**config.mk**
```make
export PLATFORM = sky130hd
export DESIGN_NAME = game_flow_fsm
export DESIGN_NICKNAME = d
export VERILOG_FILES = /design/src/rtl/game_pkg.sv /design/src/rtl/frame_event_qualifier.sv /design/src/rtl/game_flow_fsm.sv
export SDC_FILE = /design/constraint.sdc
export NUM_CORES = 1
export LEC_CHECK = 0
export CAP_MARGIN = 30
export CORE_MARGIN = 3
export CORE_UTILIZATION = 38
export CTS_CLUSTER_SIZE = 25
export DETAILED_ROUTE_END_ITERATION = 12
export GPL_ROUTABILITY_DRIVEN = 0
export MAX_ROUTING_LAYER = met4
export PLACE_DENSITY = 0.54
export SLEW_MARGIN = 20
export SYNTH_ARGS = -nofsm -noshare
export SYNTH_HDL_FRONTEND = slang
export SYNTH_SLANG_ARGS = --single-unit
```
**constraint.sdc**
```tcl
create_clock -name clk -period 3.64 [get_ports clk]
set_input_delay 0.728 -clock clk [delete_from_list [all_inputs] [get_ports clk]]
set_output_delay 0.728 -clock clk [all_outputs]
set_load 0.03 [all_outputs]
```
**src/rtl/game_pkg.sv**
```systemverilog
// Shared types and constants for the game flow controller: state encoding,
// overlay screen codes and the default game dimensions.
package game_pkg;

   typedef enum logic [2:0] {
      ST_IDLE,
      ST_LOAD,
      ST_PLAY,
      ST_WIN_PAUSE,
      ST_LOSS_PAUSE,
      ST_GAME_OVER,
      ST_GAME_WON
   } gameState_t;

   localparam logic [2:0] SCREEN_TITLE     = 3'd0;
   localparam logic [2:0] SCREEN_PLAY      = 3'd1;
   localparam logic [2:0] SCREEN_LEVEL_WON = 3'd2;
   localparam logic [2:0] SCREEN_LIFE_LOST = 3'd3;
   localparam logic [2:0] SCREEN_GAME_OVER = 3'd4;
   localparam logic [2:0] SCREEN_GAME_WON  = 3'd5;

   localparam int DEFAULT_NUM_LIVES       = 3;
   localparam int DEFAULT_NUM_LEVELS      = 4;
   localparam int DEFAULT_GIFTS_PER_LEVEL = 5;
   localparam int DEFAULT_PAUSE_FRAMES    = 60;

endpackage

```
**src/rtl/frame_event_qualifier.sv**
```systemverilog
// Turns a level-sensitive collision input into at most one single-clk event
// per video frame, taken on the rising edge of the input.
module frame_event_qualifier (
   input  logic clk,
   input  logic resetN,
   input  logic startOfFrame,
   input  logic hit,
   output logic hitEvent
);

   logic hitPrev;
   logic frameUsed;

   // A new frame re-arms the qualifier in the same clk, so an edge that
   // coincides with startOfFrame still counts.
   assign hitEvent = hit & ~hitPrev & (~frameUsed | startOfFrame);

   always_ff @(posedge clk or negedge resetN) begin
      if (!resetN) begin
         hitPrev   <= 1'b0;
         frameUsed <= 1'b0;
      end else begin
         hitPrev <= hit;
         if (hitEvent)
            frameUsed <= 1'b1;
         else if (startOfFrame)
            frameUsed <= 1'b0;
      end
   end

endmodule

```
**src/rtl/game_flow_fsm.sv**
```systemverilog
// Game flow controller: title, level load, play, win/loss pause screens and
// end-of-game screens, with lives, level and gift bookkeeping.
module game_flow_fsm
   import game_pkg::*;
#(
   parameter int NUM_LIVES       = DEFAULT_NUM_LIVES,
   parameter int NUM_LEVELS      = DEFAULT_NUM_LEVELS,
   parameter int GIFTS_PER_LEVEL = DEFAULT_GIFTS_PER_LEVEL,
   parameter int PAUSE_FRAMES    = DEFAULT_PAUSE_FRAMES
) (
   input  logic       clk,
   input  logic       resetN,
   input  logic       startOfFrame,
   input  logic       startKey,
   input  logic       giftHit,
   input  logic       victoryHit,
   input  logic       lossHit,
   output logic       gameRun,
   output logic       levelLoad,
   output logic [1:0] level,
   output logic [1:0] livesLeft,
   output logic [3:0] giftsLeft,
   output logic       giftClear,
   output logic [2:0] screenSel
);

   localparam logic [1:0] LIVES_INIT  = 2'(NUM_LIVES);
   localparam logic [1:0] LAST_LEVEL  = 2'(NUM_LEVELS - 1);
   localparam logic [3:0] GIFTS_INIT  = 4'(GIFTS_PER_LEVEL);
   localparam logic [7:0] PAUSE_LIMIT = 8'(PAUSE_FRAMES);

   gameState_t state;
   logic [7:0] pauseCnt;
   logic       startPrev;
   logic       startEdge;
   logic       pauseDone;
   logic       giftEvent;
   logic       victoryEvent;
   logic       lossEvent;

   frame_event_qualifier giftQual (
      .clk          (clk),
      .resetN       (resetN),
      .startOfFrame (startOfFrame),
      .hit          (giftHit),
      .hitEvent     (giftEvent)
   );

   frame_event_qualifier victoryQual (
      .clk          (clk),
      .resetN       (resetN),
      .startOfFrame (startOfFrame),
      .hit          (victoryHit),
      .hitEvent     (victoryEvent)
   );

   frame_event_qualifier lossQual (
      .clk          (clk),
      .resetN       (resetN),
      .startOfFrame (startOfFrame),
      .hit          (lossHit),
      .hitEvent     (lossEvent)
   );

   assign startEdge = startKey & ~startPrev;
   assign pauseDone = (pauseCnt == PAUSE_LIMIT);
   assign giftClear = (giftsLeft == 4'd0);

   // Outputs are set on the transition clk so they always match the state
   // being entered; levelLoad defaults low and is raised only on LOAD entry.
   always_ff @(posedge clk or negedge resetN) begin
      if (!resetN) begin
         state     <= ST_IDLE;
         level     <= 2'd0;
         livesLeft <= LIVES_INIT;
         giftsLeft <= GIFTS_INIT;
         pauseCnt  <= 8'd0;
         startPrev <= 1'b0;
         gameRun   <= 1'b0;
         levelLoad <= 1'b0;
         screenSel <= SCREEN_TITLE;
      end else begin
         startPrev <= startKey;
         levelLoad <= 1'b0;
         case (state)
            ST_IDLE: begin
               if (startEdge) begin
                  state     <= ST_LOAD;
                  level     <= 2'd0;
                  livesLeft <= LIVES_INIT;
                  giftsLeft <= GIFTS_INIT;
                  levelLoad <= 1'b1;
                  screenSel <= SCREEN_PLAY;
               end
            end
            ST_LOAD: begin
               state     <= ST_PLAY;
               gameRun   <= 1'b1;
               screenSel <= SCREEN_PLAY;
            end
            ST_PLAY: begin
               if (giftEvent && !giftClear)
                  giftsLeft <= giftsLeft - 4'd1;
               // Loss wins over a simultaneous victory.
               if (lossEvent) begin
                  state     <= ST_LOSS_PAUSE;
                  livesLeft <= (livesLeft != 2'd0) ? livesLeft - 2'd1 : 2'd0;
                  pauseCnt  <= 8'd0;
                  gameRun   <= 1'b0;
                  screenSel <= SCREEN_LIFE_LOST;
               end else if (victoryEvent && giftClear) begin
                  state     <= ST_WIN_PAUSE;
                  pauseCnt  <= 8'd0;
                  gameRun   <= 1'b0;
                  screenSel <= SCREEN_LEVEL_WON;
               end
            end
            ST_WIN_PAUSE: begin
               if (pauseDone) begin
                  if (level == LAST_LEVEL) begin
                     state     <= ST_GAME_WON;
                     screenSel <= SCREEN_GAME_WON;
                  end else begin
                     state     <= ST_LOAD;
                     level     <= level + 2'd1;
                     giftsLeft <= GIFTS_INIT;
                     levelLoad <= 1'b1;
                     screenSel <= SCREEN_PLAY;
                  end
               end else if (startOfFrame) begin
                  pauseCnt <= pauseCnt + 8'd1;
               end
            end
            ST_LOSS_PAUSE: begin
               if (pauseDone) begin
                  if (livesLeft == 2'd0) begin
                     state     <= ST_GAME_OVER;
                     screenSel <= SCREEN_GAME_OVER;
                  end else begin
                     state     <= ST_LOAD;
                     giftsLeft <= GIFTS_INIT;
                     levelLoad <= 1'b1;
                     screenSel <= SCREEN_PLAY;
                  end
               end else if (startOfFrame) begin
                  pauseCnt <= pauseCnt + 8'd1;
               end
            end
            ST_GAME_OVER, ST_GAME_WON: begin
               if (startEdge) begin
                  state     <= ST_IDLE;
                  screenSel <= SCREEN_TITLE;
               end
            end
            default: begin
               state     <= ST_IDLE;
               gameRun   <= 1'b0;
               screenSel <= SCREEN_TITLE;
            end
         endcase
      end
   end

endmodule

```
# == Yosys cells after proc, flatten, opt, wreduce, memory -nomap -nowiden ==
# Cells that the tools add are included.
# classes
add_sub_neg,4
mul,0
div_mod_pow,0
n_lt_le_gt_ge,0
eq_ne,19
shift,0
n_mux,49
bitwise_logic,18
reduce_logical,23
# ops
op,count
$mux W3,14
$pmux W3 S6,2
$mux W8,4
$mux W4,6
$ne A2 B2 Y1 const B,9
$pmux W4 S4,1
$pmux W8 S2,1
$reduce_bool A2 Y1,7
$mux W2,6
$mux W1,11
$eq A3 B3 Y1 const B,3
$add A8 B1 Y8 const B,1
$eq A8 B6 Y1 const B,1
$not A1 Y1,8
$pmux W2 S2,2
$reduce_and A4 Y1,2
$and A1 B1 Y1,7
$reduce_and A7 Y1,1
$eq A3 B2 Y1 const B,2
$pmux W1 S3,2
$reduce_and A5 Y1,1
$reduce_or A5 Y1,1
$logic_not A4 Y1,1
$reduce_bool A4 Y1,1
other kinds (15),19
# totals
register_bits,31
latchBits,0
ram_bits,0
rom_bits,0
in_bits,7
output_inout_bits,14
word_cells,128
n_memories,0

# == Longest topological paths before layout ==
# depth
word_depth,7
mapped_depth,8
mapped_depth_nobuf,7

# == Cells and area by module ==
# Synthesis repeated with hierarchy kept, for this count alone.
# hier_totals
hier_cells,197
hier_area_um2,1853.0
# by_module_without_submodules
mod,n_inst,cells_per_inst,area_per_inst_um2,seq_area_each_um2
game_flow_fsm,1,176,1586.5,630.6
frame_event_qualifier,3,7,88.8,50.0

# == Worst setup path after synthesis ==
# No wires, ideal clock.
# synth_path
path_type,reg2reg
start,reg giftsLeft[1]
end,reg screenSel[0]
setup_time_ns,0.128
t_arrival_ns,2.311
t_required_ns,3.512
path_slack_ns,1.201
path_stages_with_launch,8
path_buffers,0
period_less_slack_ns,2.439
path_cell_list,dfrtp_1 inv_1 ha_1 nor3b_2 a32oi_1 o2bb2ai_1 a311oi_4 mux2_1
# synth_via
elab_chain_len,4
# synth_lines
item,line,rtl
start: declaration,game_flow_fsm.sv:22,"output logic [3:0] giftsLeft,"
start signal: assignment,game_flow_fsm.sv:103,giftsLeft <= giftsLeft - 4'd1;
$logic_not A4 Y1,game_flow_fsm.sv:67,assign giftClear = (giftsLeft == 4'd0);
net giftClear,game_flow_fsm.sv:23,"output logic giftClear,"
$logic_and A1 B1 Y1,game_flow_fsm.sv:111,end else if (victoryEvent && giftClear) begin
$ne A3 B3 Y1 (no line),n/a,
$reduce_and A5 Y1 (no line),n/a,
end signal: assignment,game_flow_fsm.sv:110,screenSel <= SCREEN_LIFE_LOST;
end signal: assignment,game_flow_fsm.sv:115,screenSel <= SCREEN_LEVEL_WON;
end signal: assignment,game_flow_fsm.sv:122,screenSel <= SCREEN_GAME_WON;
end: declaration,game_flow_fsm.sv:24,output logic [2:0] screenSel
# The timed path passes the listed nets, and every way through them passes these cells.
# A chain may end at the register's enable or synchronous reset.

# == Worst setup path after layout ==
# layout_path
start,reg giftsLeft[0]
end,out giftClear
# layout_via
elab_chain_len,1
# layout_lines
item,line
$logic_not A4 Y1,game_flow_fsm.sv:67
end: declaration,game_flow_fsm.sv:23
# No other way between the ends.

==> results.json <==
{
  "dp_hpwl_mm": 2.99,
  "cts_buffers": 5,
  "hold_violations": 0,
  "grt_setup_unrepaired": "false",
  "layout_common_cells": "27 x dfrtp_1, 22 x nand2_1, 20 x clkdlybuf4s50_1",
  "dieHeight_microns": 74.9,
  "drv_slew": 0,
  "cts_resized": 0,
  "drt_iter0_drc": 106,
  "core_region_area_sq_um": 4470,
  "overflow": 0,
  "hold_depth": 1,
  "syn2layout_area_growth_pct": 17.8,
  "grt_pass1_vias": 1463,
  "final_common_cell": "dfrtp_1",
  "path_cells": "inv_1 -> ha_1 -> nor3b_2 -> clkdlybuf4s50_1",
  "antenna_left": 0,
  "grt_pass1_wl_mm": 7.04,
  "grt_max_degree": 32,
  "end_kind": "primary output",
  "setup_viol": 0,
  "place_area_sq_um": 2040,
  "cts_setup_buffers": 0,
  "wire_per_inst_microns": 15.9,
  "leakage_nw": 0.864,
  "skew_ns": 0.00240,
  "ir_worst_vdd_mv": 0.402,
  "hold_path_class": "register to register",
  "wl_mm": 4.20,
  "globalRouteTotalUtil": 0.172,
  "dpl_worst_slack_ns": 0.650,
  "synth_edf_count": 0,
  "syn_nets": 202,
  "hold_end": "victoryQual.frameUsed$_DFFE_PN0P_",
  "die_w_microns": 74.9,
  "synth.distinct_cells": 48,
  "antenna_found_initial": 0,
  "seq_power_share": 0.342,
  "drive_above_1_share": 0.0939,
  "async_flop_share": 1.00,
  "via_per_inst": 5.72,
  "seq_area_frac_synth": 0.433,
  "cpPeakStageDelay_ns": 0.73,
  "route.detailed.drc": 0,
  "firstDrtPassIters": 4,
  "postCtsHoldBufs": 0,
  "synthCells": 191,
  "tns_ns": 0,
  "cp.arrival_ns": 1.92,
  "status": "complete, no violations",
  "r2r_start": "state[1]$_DFFE_PN0P_",
  "cts.clk_slew.worst_paths_ns": 0.06,
  "switching_share": 0.447,
  "cts_tree": "yes",
  "clk_path_buf_depth": 2,
  "min_period_over_period": 0.728,
  "synthFlopType": "dfrtp_1",
  "layout_setup_ws_ns": 0.991,
  "internal_power_uw": 921,
  "drv_cap": 0,
  "r2r_slack_ns": 1.18,
  "cts.sinks": 31,
  "crit_buf_inv": 2,
  "ys_seq_elements": 31,
  "critPathLaunchType": "register",
  "fin_crit_ns": 2.65,
  "syn_area_per_cell_sq_um": 9.44,
  "worstHoldStart": "victoryQual.hitPrev$_DFF_PN0_",
  "cp_num_cells": 4,
  "p_per_area_nw_per_um2": 784,
  "relSlewSlack": 0.456,
  "crit_fanout": 3,
  "diodes": 0,
  "cp.required_ns": 2.91,
  "yosys_warnings": 0,
  "p_sw_uw": 745,
  "pwr-share-clk": 0.157,
  "r2r_cells": 5,
  "clkLatencyLatePin_ns": 0.28,
  "final_area_sq_um": 2120,
  "finish.net_count": 223,
  "cp_top_family": "buffers and inverters",
  "fmax_mhz": 377,
  "start_util": 0.403,
  "crit_slowest_cell": "clkdlybuf4s50_1",
  "num_vias": 1516,
  "cts-htree-levels": 2,
  "worst_pin_slew_ns": 0.815,
  "io_buffers": 20,
  "die-area_sq_um": 5610,
  "critPathKind": "register to primary output",
  "reg2reg_to": "level[0]$_DFFE_PN0P_",
  "rows": 24,
  "netlist_area_sq_um": 1800,
  "ios": 21,
  "pwr-share-comb": 0.501,
  "root_buffer": "clkbuf_8",
  "cp-startpoint": "giftsLeft[0]$_DFFE_PN1P_"
}
## cell type report
class                   instances  area, sq um
clock buffers                   7         76.3
clock inverters                 1         5.00
fillers                       435         2350
inverters                       7         26.3
multi-input cells             146          963
flip-flops and latches         31          781
well taps                      52         65.1
repair buffers                 21          208
## cell families after synthesis
group / Yosys count / share of synthesized area
and+or+nand+nor: 80 / 0.253
AOI/OAI and AO/OA: 57 / 0.223
DFF: 31 / 0.433
buffers and inverters: 14 / 0.0326
muxes: 5 / 0.0305
adders and majority gates: 4 / 0.0278
## synthesized netlist by cell type (all sizes together) (2+ instances only)
library cell,instances,share of area
dfrtp,27,0.37
nand2,22,0.046
nor2,14,0.033
o21ai,13,0.036
a21oi,11,0.031
nand2b,10,0.035
nor2b,8,0.029
inv,7,0.015
buf,6,0.016
nor3,6,0.017
a22o,5,0.024
dfstp,4,0.058
ha,4,0.028
mux2,4,0.025
nand3,4,0.011
a21o,3,0.012
nand3b,3,0.012
nor3b,3,0.018
o22ai,3,0.010
o31ai,3,0.012
a31oi,2,0.0069
a41oi,2,0.0097
and2,2,0.0069
nor4,2,0.0069
o21a,2,0.0083
o21bai,2,0.0083
o221ai,2,0.0097
o2bb2ai,2,0.0097
## through the flow
stage	total power [mW]	hold slack, ns	util	instances
2_1_floorplan	1.17	0.425	-	191
3_3_place_gp	1.39	0.435	0.457	257
3_5_place_dp	1.41	0.445	0.457	257
4_1_cts	1.68	0.454	0.475	265
5_1_grt	1.80	0.476	0.475	265
6_report	1.67	0.450	0.475	265
## how the worst max path moves through the flow
stage | endpoint | slack [ns]
2_1_floorplan | screenSel[0]$_DFFE_PN0P_ | 1.20
3_3_place_gp | pauseCnt[7]$_DFFE_PN0P_ | 0.81
3_5_place_dp | pauseCnt[1]$_DFFE_PN0P_ | 0.65
5_1_grt | pauseCnt[1]$_DFFE_PN0P_ | 0.74
4_1_cts | pauseCnt[0]$_DFFE_PN0P_ | 0.97
6_report | giftClear | 0.99
## state kept, by name, summed over array words and instances (netlist names)
signal and flops:
gameRun 1, giftQual.frameUsed 1, giftQual.hitPrev 1, giftsLeft 4, level 2, levelLoad 1
livesLeft 2, lossQual.frameUsed 1, lossQual.hitPrev 1, pauseCnt 8, screenSel 3, startPrev 1
state 3, victoryQual.frameUsed 1, victoryQual.hitPrev 1
## power groups by stage
| stage | sequential, mW | clock, mW | combinational, mW |
|---|---|---|---|
| floorplan | 0.596 | 0 | 0.570 |
| global placement | 0.573 | 0 | 0.813 |
| detailed placement | 0.575 | 0 | 0.839 |
| CTS | 0.570 | 0.270 | 0.841 |
| global route | 0.588 | 0.282 | 0.927 |
| finish | 0.570 | 0.261 | 0.835 |
## routing by layer
layer	part of all wire	vias up	wire, microns	GRT usage
li1	-	737	-	-
met3	0.037	5	157	0.0387
met4	0.0095	0	40	0.0573
met5	0	-	0	-
met1	0.48	747	2000	0.235
met2	0.48	27	2010	0.251
(Power assumes the default switching activity.)
